--- src/rtl/core_sequencer.sv ---
// core_sequencer: registered core decoder with stall handshake and nested forward bracket search.
// Optional retire counter is enabled by defining CORE_SEQ_RETIRE_CNT_EN.
package core_seq_pkg;
    typedef enum logic [3:0] {NOP, INC, DEC, MVR, MVL, PSH, POP, CBF, CBB} op_code;
    typedef enum logic [1:0] {CORE_S, STALL_S, BRANCH_S} core_state_e;
    typedef enum logic {DISABLE, ENABLE} enable_e;
    typedef enum logic {MEM_READ, MEM_WRITE} mem_op_e;
    typedef enum logic [1:0] {ALU_PASS, ALU_INC, ALU_DEC} alu_op_e;
    typedef enum logic {PC_INCREMENTED, PC_LOADED} pc_src_e;
    typedef struct packed {
        core_state_e state;
        logic        pc_write;
        enable_e     acc_write;
        enable_e     addr_write;
        enable_e     stack_write;
        enable_e     loader_select;
        mem_op_e     mem_op;
        alu_op_e     alu_op;
        pc_src_e     pc_src;
    } control_bundle_f;
endpackage

module core_sequencer
    import core_seq_pkg::*;
#(
    parameter int DEPTH_W   = 8,
    parameter int STALL_MIN = 1,
    parameter int CNT_W     = 32
) (
    input  logic                clk,
    input  logic                rst_n,
    input  logic                instr_valid,
    input  op_code              instruction,
    input  logic                acc_zero,
    input  logic                mem_ready,
    output control_bundle_f     controls,
    output logic                pc_write,
    output logic [DEPTH_W-1:0]  nest_depth,
    output logic                depth_err,
    output logic [CNT_W-1:0]    retire_cnt
);
    localparam int STALL_W = $clog2(STALL_MIN + 1);

    core_state_e          r_state, w_next;
    logic [STALL_W-1:0]   r_stall_cnt;
    logic [DEPTH_W-1:0]   r_depth, w_depth_nxt;
    logic                 r_err, w_err_nxt;
    logic                 w_stall_done;

    assign w_stall_done = r_stall_cnt >= STALL_W'(STALL_MIN - 1);
    assign nest_depth   = r_depth;
    assign depth_err    = r_err;

    always_comb begin
        w_next      = r_state;
        w_depth_nxt = r_depth;
        w_err_nxt   = r_err;
        pc_write    = 1'b0;
        controls    = '{state: r_state, pc_write: 1'b0, acc_write: DISABLE, addr_write: DISABLE,
                        stack_write: DISABLE, loader_select: DISABLE, mem_op: MEM_READ,
                        alu_op: ALU_PASS, pc_src: PC_INCREMENTED};
        case (r_state)
            CORE_S: if (instr_valid) begin
                case (instruction)
                    INC: begin
                        controls.acc_write = ENABLE;
                        controls.mem_op    = MEM_WRITE;
                        controls.alu_op    = ALU_INC;
                        pc_write           = 1'b1;
                    end
                    DEC: begin
                        controls.acc_write = ENABLE;
                        controls.mem_op    = MEM_WRITE;
                        controls.alu_op    = ALU_DEC;
                        pc_write           = 1'b1;
                    end
                    MVR: begin
                        controls.addr_write = ENABLE;
                        controls.alu_op     = ALU_INC;
                        pc_write            = 1'b1;
                    end
                    MVL: begin
                        controls.addr_write = ENABLE;
                        controls.alu_op     = ALU_DEC;
                        pc_write            = 1'b1;
                    end
                    PSH: begin
                        controls.stack_write = ENABLE;
                        pc_write             = 1'b1;
                    end
                    POP, CBB: begin
                        controls.acc_write = ENABLE;
                        w_next             = STALL_S;
                    end
                    CBF: begin
                        controls.acc_write = ENABLE;
                        pc_write           = acc_zero;
                        w_next             = acc_zero ? BRANCH_S : STALL_S;
                        w_depth_nxt        = '0;
                    end
                    default: pc_write = 1'b1;
                endcase
            end
            STALL_S: if (w_stall_done && mem_ready) begin
                pc_write = 1'b1;
                w_next   = CORE_S;
            end
            BRANCH_S: if (instr_valid) begin
                pc_write = 1'b1;
                // Nesting saturates instead of wrapping; the sticky flag records the overflow.
                if (instruction == CBF) begin
                    w_depth_nxt = &r_depth ? r_depth : r_depth + DEPTH_W'(1);
                    w_err_nxt   = r_err | (&r_depth);
                end else if (instruction == CBB) begin
                    w_depth_nxt = r_depth == '0 ? r_depth : r_depth - DEPTH_W'(1);
                    w_next      = r_depth == '0 ? CORE_S : BRANCH_S;
                end
            end
            default: w_next = CORE_S;
        endcase
        controls.pc_write = pc_write;
    end

    always_ff @(posedge clk or negedge rst_n) begin
        if (!rst_n) begin
            r_state     <= CORE_S;
            r_depth     <= '0;
            r_err       <= 1'b0;
            r_stall_cnt <= '0;
        end else begin
            r_state     <= w_next;
            r_depth     <= w_depth_nxt;
            r_err       <= w_err_nxt;
            r_stall_cnt <= r_state != STALL_S ? '0 :
                           r_stall_cnt < STALL_W'(STALL_MIN) ? r_stall_cnt + STALL_W'(1) : r_stall_cnt;
        end
    end

`ifdef CORE_SEQ_RETIRE_CNT_EN
    logic [CNT_W-1:0] r_retire;
    always_ff @(posedge clk or negedge rst_n) begin
        if (!rst_n)
            r_retire <= '0;
        else if (pc_write && r_state != BRANCH_S)
            r_retire <= r_retire + CNT_W'(1);
    end
    assign retire_cnt = r_retire;
`else
    assign retire_cnt = '0;
`endif
endmodule

--- config.mk ---
export PLATFORM = sky130hd
export DESIGN_NAME = core_sequencer
export DESIGN_NICKNAME = d
export VERILOG_FILES = /design/src/rtl/core_sequencer.sv
export SDC_FILE = /design/constraint.sdc
export NUM_CORES = 1
export LEC_CHECK = 0
export BUFFER_PORTS_ARGS = -buffer_cell sky130_fd_sc_hd__buf_2
export CORE_MARGIN = 2
export CORE_UTILIZATION = 43
export CTS_BUF_LIST = sky130_fd_sc_hd__clkbuf_4 sky130_fd_sc_hd__clkbuf_8 sky130_fd_sc_hd__clkbuf_16
export CTS_CLUSTER_DIAMETER = 60
export DETAILED_ROUTE_END_ITERATION = 16
export PLACE_DENSITY_LB_ADDON = 0.15
export SYNTH_ARGS = -nofsm -noshare
export SYNTH_HDL_FRONTEND = slang
export SYNTH_SLANG_ARGS = --single-unit
--- constraint.sdc ---
create_clock -name clk -period 2.6 [get_ports clk]
set_clock_uncertainty 0.2 [all_clocks]
set_input_delay 0.52 -clock clk [delete_from_list [all_inputs] [get_ports clk]]
set_output_delay 0.52 -clock clk [all_outputs]
set_load 0.01 [all_outputs]
# --- Word-level counts from Yosys, hierarchy flattened ---
# Cells that the tools add are included.
totals:
  ff_bits: 12
  input_bits: 9
  out_inout_bits: 53
  wordCells: 79
classes:
  add_sub_neg: 3
  order_cmp: 2
  eq_ne: 21
  mux: 33
  bitwise: 1
  n_reduce_logical: 15
op_table:
  columns: ["cell", "n"]
  rows:
  - ["two-way mux 8 bit", 7]
  - ["equality test 4 x 3 -> 1 bit (second input constant)", 4]
  - ["case mux 8 bit (2 select lines)", 1]
  - ["two-way mux 2 bit", 7]
  - ["two-way mux 3 bit", 4]
  - ["!= test 2 bit (second input constant)", 6]
  - ["OR reduction 2 bit", 5]
  - ["two-way mux 1 bit", 9]
  - ["!= test 3 bit (second input constant)", 3]
  - ["adder 8 x 1 -> 8 bit (second input constant)", 1]
  - ["equality test 4 x 2 -> 1 bit (second input constant)", 2]
  - ["logical NOT 8 bit", 1]
  - ["case mux 2 bit (2 select lines)", 2]
  - ["AND reduction 8 bit", 1]
  - ["subtractor 8 x 1 -> 8 bit (second input constant)", 1]
  - ["AND reduction 7 bit", 1]
  - ["case mux 2 bit (3 select lines)", 1]
  - ["AND reduction 6 bit", 1]
  - ["OR reduction 5 bit", 1]
  - ["equality test 4 x 1 -> 1 bit (second input constant)", 1]
  - ["equality test 4 bit (second input constant)", 1]
  - ["nonzero test 2 bit", 2]
  - ["!= test 3 x 2 -> 1 bit (second input constant)", 1]
  - ["case mux 1 bit (3 select lines)", 1]
  - ["other kinds (11)", 11]

# --- Longest topological paths before layout ---
# Gate-level depths: netlist (run 1).
logic_depth:
  depth_word: 6
  ltp_mapped: 10
  depth_no_buf: 8

# --- Worst setup path after synthesis (run 1) ---
# OpenSTA, ideal clock, no wires.
synth_path:
  path_kind: "input to register"
  from: "input instruction[2]"
  to: "register r_depth[6], in the netlist nest_depth[6]"
  setup_ns: 0.122
  arrival_time_ns: 2.745
  t_required_ns: 2.278
  path_slack_ns: -0.467
  cell_stages: 10
  path_buffers: 2
  path_cell_list: "buf_2 -> and4b_1 -> buf_1 -> xnor2_1 -> ha_1 -> or4_1 -> o211ai_1 -> nor3_1 -> or3_1 -> a32o_1"
synth_between:
  elab_chain_cells: 4
  word_cells_on_any_way: 10
  cone_classes: "eq/ne (6); mux (3); reduce/logical (1)"
synth_rtl:
  columns: ["element", "line", "rtl"]
  rows:
  - ["start: declaration", "33", "input op_code instruction,"]
  - ["equality test 4 x 3 -> 1 bit", "64, 111", null]
  - ["two-way mux 8 bit", "111", "if (instruction == CBF) begin"]
  - ["two-way mux 8 bit", "108", "BRANCH_S: if (instr_valid) begin"]
  - ["case mux 8 bit (2 select lines)", "62", "case (r_state)"]
  - ["end signal: assignment", "132", "r_depth <= w_depth_nxt;"]
  - ["end: declaration", "46", "logic [DEPTH_W-1:0] r_depth, w_depth_nxt;"]
# Parallel ways exist; a longest one is shown, timed or not. The select of a mux whose other input is x is not followed.
# A chain may end at the register's enable or synchronous reset.

# --- Final worst setup path (run 1) ---
layout_path:
  from: "input instruction[3]"
  to: "register r_depth[7], in the netlist nest_depth[7]"
# The elaborated chain is that of the path after synthesis.

==> results of run 1 <==
## what timing repair did
| action | 4_1_cts | 5_1_grt |
|---|---|---|
| hold buffers | 1 | 0 |
| resized for setup | 5 | 7 |
| setup endpoints to repair | 3 | 4 |
| pin swaps | 4 | 8 |
| buffers inserted | 1 | 2 |
| endpoints found under the hold margin | 11 | 0 |
## worst register-to-register path: cells and delay by family (launching register included)
kind                     cells  cell delay, ns
AO/OA/AOI/OAI                2            0.36
adder cells (fa/ha/maj)      1            0.23
flip-flops                   1            0.48
AND/OR/NAND/NOR              3            0.92
## sequential cells by signal, indices dropped and copies added, names as in the netlist
name and flops:
nest_depth 8, r_state 2, depth_err 1
## where the power goes
group	switching (mW)	leakage, nW	internal, mW
registers	0.0458	0.147	0.194
logic	0.253	0.683	0.231
clock network	0.0601	0.0184	0.0700
## layout make-up
| cell class | count | area (um^2) |
|---|---|---|
| flip-flops and latches | 11 | 275.3 |
| fillers | 301 | 1340 |
| well taps | 44 | 55.05 |
| repair buffers | 58 | 384.1 |
| inverters | 9 | 36.28 |
| multi-input cells | 139 | 932.1 |
| clock buffers | 4 | 30.03 |
## layer usage
metal  track usage  routed length [um]  vias up
li1              -                   -      648
met1        0.2685                1542      623
met2        0.2888                1463       53
met3       0.02559                 205        4
met4       0.08385                  53        0
met5             0                   0        -
## Yosys cell counts (all sizes together), types with 2 or more instances
library cell	count	area [um^2]
o31ai	2	15.01
a22o	4	36.29
dfrtp	11	275.3
nor2	8	30.03
ha	6	75.07
a21oi	8	40.04
nor4	4	31.28
o211ai	2	15.01
a211oi	2	15.01
mux2i	2	20.02
nor3	3	15.01
o2111ai	2	17.52
xor2	2	17.52
buf	40	305.3
xnor2	3	26.28
nand4	2	12.51
nand2	11	41.29
nand2b	5	31.28
o21ai	4	20.02
or3	3	18.77
and4b	2	20.02
a21o	4	30.03
o22ai	2	12.51
a311oi	2	17.52
clkbuf	3	11.26
inv	9	33.78
a31oi	3	18.77
a211o	2	18.77
a2111oi	3	45.05
## worst paths after layout
path / end / slack (ns) / cells past startpoint
worst max-delay path: nest_depth[7] / 0.01 / 10
worst min-delay path: depth_err / 0.26 / 1
worst max register to register: nest_depth[6] / 0.31 / 6
worst min register to register: depth_err / 0.26 / 1
max in group asynchronous: depth_err / 1.55 / 2
min in group asynchronous: nest_depth[4] / 0.44 / 2
## cells by family after synthesis
group                      synth area share
buffers and inverters                0.2532
and+or+nand+nor                      0.1944
AOI/OAI and AO/OA                    0.2505
DFF                                  0.1989
adders and majority gates           0.05425
xor gates and xnor gates            0.03165
muxes                               0.01447
other                              0.002710
## per-stage QoR
step	cell area, um^2	utilization	std cells
6_report	1713	0.5611	265
2_1_floorplan	1529	-	202
4_1_cts	1654	0.5418	263
3_3_place_gp	1599	0.5238	258
5_1_grt	1713	0.5611	265
3_5_place_dp	1599	0.5238	258
==> results.cfg, run 1 <==
[synth]
synth-main-ff-cell = dfrtp_1
postSynthAreaPerCell_um2 = 8.188
yosysWarnings = 0
synth_seq_cells = 11
syn_area_um2 = 1384
ys_seq_area_frac = 0.1989
syn_inst = 169
yosysUniqueCellTypes = 52
synth_edf_count = 0
async_reset_ff_frac = 1.000

[worst_setup_path]
max_stage_delay_ns = 0.34
cp_slowest_cell = and4b_2
r2r_start = nest_depth[2]
worstSetupPathType = in2reg
required_ns = 2.57
cp-startpoint = instruction[3]
arrival_ns = 2.56
endpoint_kind = flip-flop
crit_fanout = 8
critical_path.top_delay_family = compound AO/OA/AOI/OAI gates
critPathBufInv = 3
start_kind = primary input
cp_cell_sequence = buf_4 -> and4b_2 -> inv_4 -> ha_1 -> a21o_1 -> buf_4 -> a21o_1 -> a211oi_1 -> a21boi_0 -> o21ba_1

[detailed_routing]
vias = 1328
drtAntennaViolNets = 0
routedWlPerCell_um = 12.32
firstDrtPassIters = 4
wl_um = 3265
drtIter0Drc = 97
drc = 0
viasPerCell = 5.011

[clock_tree]
clk_pin_slew_worst_paths_ns = 0.07
cts_tree = built
cts_root_buf = clkbuf_4
cts_sinks = 11
clk_path_buf_depth = 2
cts_max_level = 1
cts_buffers = 3
clock_latency_ns = 0.27

[run_status]
status = complete, no violations

[pwr]
finalPower_mw = 0.8545
ir_worst_vdd_mv = 0.1769
powerDensity_nw_per_um2 = 498.9
p_leak_nw = 0.8485

[die]
design.core.area_um2 = 3053
rows = 20
die_w_um = 60.73
die_h_um = 60.73
pin_count = 62
design.die.area_um2 = 3688
start_util = 0.4533

[placed_design]
numPortBuffers = 27
pre_cts_ws_ns = -0.3864
hpwlAfterDp_um = 2619
place.gp.congestion = 0.7967

[sta]
rsz0062_at_grt = yes
drv_slew = 0
fin_hold_ws_ns = 0.2603
worst_slew_pin_slew_ns = 0.5226
setup_viol = 0
tns_ns = 0
hold_viol_final = 0
post-route-period-util = 0.9963
fmax_mhz = 386.1
period_needed_ns = 2.590
fin_ws_ns = 0.009718
relSlewSlack = 0.6484

[grt]
first_global_vias = 1119
grt_pass1_wl_um = 5230
antenna_found_initial = 0
grt_usage = 0.1901
grt.overflow.total = 0
grt_max_degree = 14

[cells_and_area]
layout_commonest_cell = conb_1
area_growth_pct = 23.78
final_nets = 237
final_cell_mix = 34 x conb_1, 28 x buf_4, 26 x buf_2, 11 x nand2_1, 11 x dfrtp_1
n_antenna_cell = 0
drive_gt1_frac = 0.3394

[hold_path]
min_from = depth_err
hp-class = reg2reg

[flow_run]
maxCapViolations = 0
(Power assumes the default switching activity.)
==> run 2: changes to the inputs <==
Settings changed: PLACE_DENSITY set to 0.8, PLACE_DENSITY_LB_ADDON 0.15 to not set.
==> run 2 against run 1 <==
Effect of this change:
- cell area up 3.7%
- clock-buffer cell count unchanged
- first-iteration DRC count is the same
- largest power group unchanged
- clock power rose by 4%
- routed wire length rose by 3.6%
- utilization increased by 2.0 points
- sequential share of layout area is 0.57 points lower
- critical path depth down 4
- final cell count rose by 1.9%
- global-route usage down 1.7 points
- maximum frequency is 1.3% higher
==> results.cfg, run 2 (same netlist as run 1, synthesis figures left out) <==
[die]
design.die.area_um2 = 3688
rows = 20
die_h_um = 60.73
design.core.area_um2 = 3053
die_w_um = 60.73
start_util = 0.4533
pin_count = 62

[detailed_routing]
drtIter0Drc = 97
drtAntennaViolNets = 0
viasPerCell = 5.011
wl_um = 3384
vias = 1353
routedWlPerCell_um = 12.53
drc = 0
firstDrtPassIters = 4

[worst_setup_path]
arrival_ns = 1.84
max_stage_delay_ns = 0.55
endpoint_kind = output port
crit_top_cell = buf_2
cp_slowest_cell = or4b_4
cp_cell_sequence = buf_2 -> buf_6 -> or4b_4 -> a211o_4 -> nand2b_1 -> buf_2
start_kind = primary input
crit_fanout = 6
required_ns = 1.88
worstSetupPathType = in2out

[sta]
fin_hold_ws_ns = 0.2608
hold_viol_final = 0
drv_slew = 0
relSlewSlack = 0.6242
tns_ns = 0
worst_slew_pin_slew_ns = 0.5586
post-route-period-util = 0.9834
period_needed_ns = 2.557
fin_ws_ns = 0.04321
setup_viol = 0
fmax_mhz = 391.1

[grt]
grt_usage = 0.1730
grt_pass1_wl_um = 4836
met3_usage = 0.01493
grt.overflow.total = 0
grt_max_degree = 14
use_met2 = 0.2750
top_usage_layer = met2
antenna_found_initial = 0
first_global_vias = 1114
met1_usage = 0.2412

[cells_and_area]
largest_register_ffs = 8
multi_input_area_um2 = 950.9
final_nets = 242
area_growth_pct = 28.30
layout_commonest_cell = conb_1
final_design_area_no_fill_um2 = 1775
finish.utilization = 0.5816
register_area_um2 = 275.3
final_cell_mix = 34 x conb_1, 33 x buf_4, 25 x buf_2, 11 x nand2_1, 11 x dfrtp_1
n_fill_cell = 269
drive_gt1_frac = 0.3584
n_antenna_cell = 0
stdcell_count = 270

[placed_design]
pre_cts_ws_ns = -0.3808
dp.cells = 259
place.gp.congestion = 0.9201
hpwlAfterDp_um = 2489
numPortBuffers = 27
place_area_um2 = 1607

[clock_tree]
cts_sinks = 11
clk_pin_slew_worst_paths_ns = 0.08
clk_path_buf_depth = 2
cts_root_buf = clkbuf_4
cts_max_level = 1
cts_tree = built
cts_buffers = 3
clock_latency_ns = 0.28

[pwr]
finalPower_mw = 0.8841
powerDensity_nw_per_um2 = 498.0
ir_worst_vdd_mv = 0.2015
p_leak_nw = 0.8792

[run_status]
status = complete, no violations

[hold_path]
hp-class = reg2reg

[flow_run]
maxCapViolations = 0
run 2: final timing paths:
kind | startpoint | to | slack (ns) | cells after the start
worst min-delay path | depth_err | depth_err | 0.26 | 1
worst min register to register | depth_err | depth_err | 0.26 | 1
worst max register to register | nest_depth[3] | nest_depth[7] | 0.27 | 6
max in group asynchronous | rst_n | nest_depth[0] | 1.56 | 2
min in group asynchronous | rst_n | depth_err | 0.43 | 2
worst max-delay path | instruction[1] | controls[7] | 0.04 | 6
run 2: timing repair:
action	CTS	global route
endpoints found under the hold margin	11	0
gates resized for setup	4	12
setup endpoints to repair	3	3
pin swaps	3	9
hold buffers	1	0
buffers inserted	2	4
run 2: power by group:
| part | switching (mW) | internal, mW |
|---|---|---|
| Combinational | 0.266 | 0.248 |
| Sequential | 0.0403 | 0.194 |
| Clock | 0.0648 | 0.0700 |
| Total | 0.371 | 0.513 |
run 2: worst max-delay path, delay by kind of cell:
| kind | cells | cell delay (ns) |
|---|---|---|
| AOI/OAI and AO/OA | 1 | 0.35 |
| buffers and inverters | 3 | 0.35 |
| and+or+nand+nor | 2 | 0.61 |
run 2: area by class of cell:
| class | instances | area share |
|---|---|---|
| Multi-Input combinational cell | 139 | 0.5356 |
| Timing Repair Buffer | 63 | 0.2410 |
| Sequential cell | 11 | 0.1550 |
| Tap cell | 44 | 0.03101 |
| Inverter | 9 | 0.02044 |
| Clock buffer | 4 | 0.01691 |
run 2: layer usage:
metal / routed length [um] / part of all wire
met5: 0 / 0
met4: 31 / 0.0092
met3: 145 / 0.043
met2: 1664 / 0.49
met1: 1542 / 0.46
==> run 3: changes to the inputs <==
Settings changed: GPL_TIMING_DRIVEN set to 0.
==> run 3 against run 2 <==
Effect of this change:
- the flow now finishes with violations (negative setup slack)
- cell area rose by 8.9%
- die area stayed put
- maximum frequency down 2.3%
- hold slack lost 0.0054 ns
- final cell count up 5.2%
- global-route usage up 1.8 points
- clock-buffer cell count shrank 1
- flip-flop and latch count stayed put
- non-clock buffer count increased by 14
- total power fell by 2.8%
- combinational power is 4.5% lower
- register-to-register slack worse by 0.15 ns
==> results.cfg, run 3 (same netlist as run 1, synthesis figures left out) <==
[sta]
relSlewSlack = 0.5923
drv_slew = 0
post-route-period-util = 1.006
period_needed_ns = 2.616
worst_slew_pin_slew_ns = 0.6116
tns_ns = -0.01583
setup_viol = 1
fin_ws_ns = -0.01583
hold_viol_final = 0
fin_hold_ws_ns = 0.2553
rsz0062_at_grt = yes
fmax_mhz = 382.3

[die]
die_w_um = 60.73
die_h_um = 60.73
start_util = 0.4533
design.die.area_um2 = 3688
design.core.area_um2 = 3053
rows = 20
pin_count = 62

[placed_design]
place_area_um2 = 1704
numPortBuffers = 24
place.gp.congestion = 0.9003
dp.cells = 270
hpwlAfterDp_um = 2320
pre_cts_ws_ns = -0.4955

[pwr]
powerDensity_nw_per_um2 = 444.5
seqPwrFrac = 0.278
p_sw_frac = 0.4265
power_frac_comb = 0.572
finalPower_mw = 0.8592
power.switching_mw = 0.3664
ir_worst_vdd_mv = 0.1800
p_int_mw = 0.4928
p_leak_nw = 0.9778
clockPowerShare = 0.149

[clock_tree]
cts_sinks = 11
cts_buffers = 3
clk_path_buf_depth = 2
cts_root_buf = clkbuf_4
cts_tree = built
cts_max_level = 1
clock_latency_ns = 0.29
clk_pin_slew_worst_paths_ns = 0.08

[detailed_routing]
viasPerCell = 4.870
routed.top_layer = met4
drc = 0
met3_length_um = 231
drtAntennaViolNets = 0
wl_um = 3477
dr_wl_met2_um = 1684
drtIter0Drc = 74
firstDrtPassIters = 4
vias = 1383
drt-met1-wl_um = 1480
routedWlPerCell_um = 12.24

[worst_setup_path]
worstSetupPathType = in2reg
arrival_ns = 2.60
required_ns = 2.58
critical_path.top_delay_family = simple AND/OR/NAND/NOR gates
cp_cell_sequence = buf_6 -> and4b_2 -> buf_12 -> inv_8 -> ha_4 -> or4_4 -> o211ai_1 -> nor3_1 -> or3_1 -> a32o_1
endpoint_kind = flip-flop
cp_slowest_cell = or4_4
crit_fanout = 9
start_kind = primary input
max_stage_delay_ns = 0.50
critPathBufInv = 3

[grt]
antenna_found_initial = 0
first_global_vias = 1158
grt.overflow.total = 0
grt_pass1_wl_um = 5209
grt_max_degree = 12
grt_usage = 0.1906

[cells_and_area]
largest_register_ffs = 8
register_area_um2 = 275.3
finish.utilization = 0.6332
stdcell_count = 284
area_growth_pct = 39.69
final_nets = 256
final_design_area_no_fill_um2 = 1933
multi_input_area_um2 = 969.7
drive_gt1_frac = 0.4083
n_fill_cell = 272
n_antenna_cell = 0
layout_commonest_cell = buf_4
final_cell_mix = 44 x buf_4, 34 x conb_1, 23 x buf_2, 11 x nand2_1, 11 x dfrtp_1

[hold_path]
hp-class = reg2reg

[flow_run]
maxCapViolations = 0

[run_status]
status = finished with violations
violations = negative setup slack
run 3: cell count changes in the layout (fill, tap and decap cells not counted), moves of 2 or more:
cell / previous run / this run
buf_2: 25 / 23
buf_12: 0 / 2
ha_4: 0 / 3
buf_4: 33 / 44
a2111oi_4: 3 / 1
ha_1: 4 / 1
a2111oi_2: 0 / 2
run 3: worst paths after layout:
check	from	endpoint	slack (ns)	depth (start not counted)
worst max-delay path	instruction[3]	nest_depth[6]	-0.02	10
worst min-delay path	depth_err	depth_err	0.26	1
worst max register to register	nest_depth[1]	nest_depth[6]	0.12	8
worst min register to register	depth_err	depth_err	0.26	1
max in group asynchronous	rst_n	nest_depth[3]	1.56	2
min in group asynchronous	rst_n	nest_depth[1]	0.43	2
run 3: worst register-to-register path: cells and delay by family, from the launching register on:
kind / cells / cell delay (ns)
buffers and inverters: 1 / 0.21
adder cells (fa/ha/maj): 1 / 0.18
AND/OR/NAND/NOR: 3 / 0.82
XOR/XNOR: 1 / 0.17
AO/OA/AOI/OAI: 2 / 0.39
flip-flops: 1 / 0.41
run 3: repair_timing:
action,4_1_cts,5_1_grt
setup endpoints to repair,3,6
pin swaps,10,6
gates resized for setup,18,6
endpoints found under the hold margin,11,0
gates cloned,0,0
hold buffers,1,0
setup buffers,9,1
run 3: cell type report:
type                       count  share of cell area
buffer                        42              0.1761
clock buffer                   3             0.01165
clock inverter                 1            0.002589
inverter                       9             0.02136
multi-input combinational    139              0.5016
sequential                    11              0.1424
tap                           44             0.02848
timing repair buffer          35              0.1159
run 3: power by group through the flow:
stage,registers [mW],logic [mW],clock network [mW]
final,0.239,0.492,0.128
after global routing,0.243,0.537,0.137
after detailed placement,0.235,0.410,0
after floorplan,0.236,0.314,0
after CTS,0.236,0.463,0.127
after global placement,0.235,0.403,0
run 3: layer usage:
metal | vias up | track usage
met5 | - | 0
met4 | 0 | 0.1056
met3 | 7 | 0.01279
met2 | 60 | 0.3272
met1 | 628 | 0.2364
li1 | 688 | -
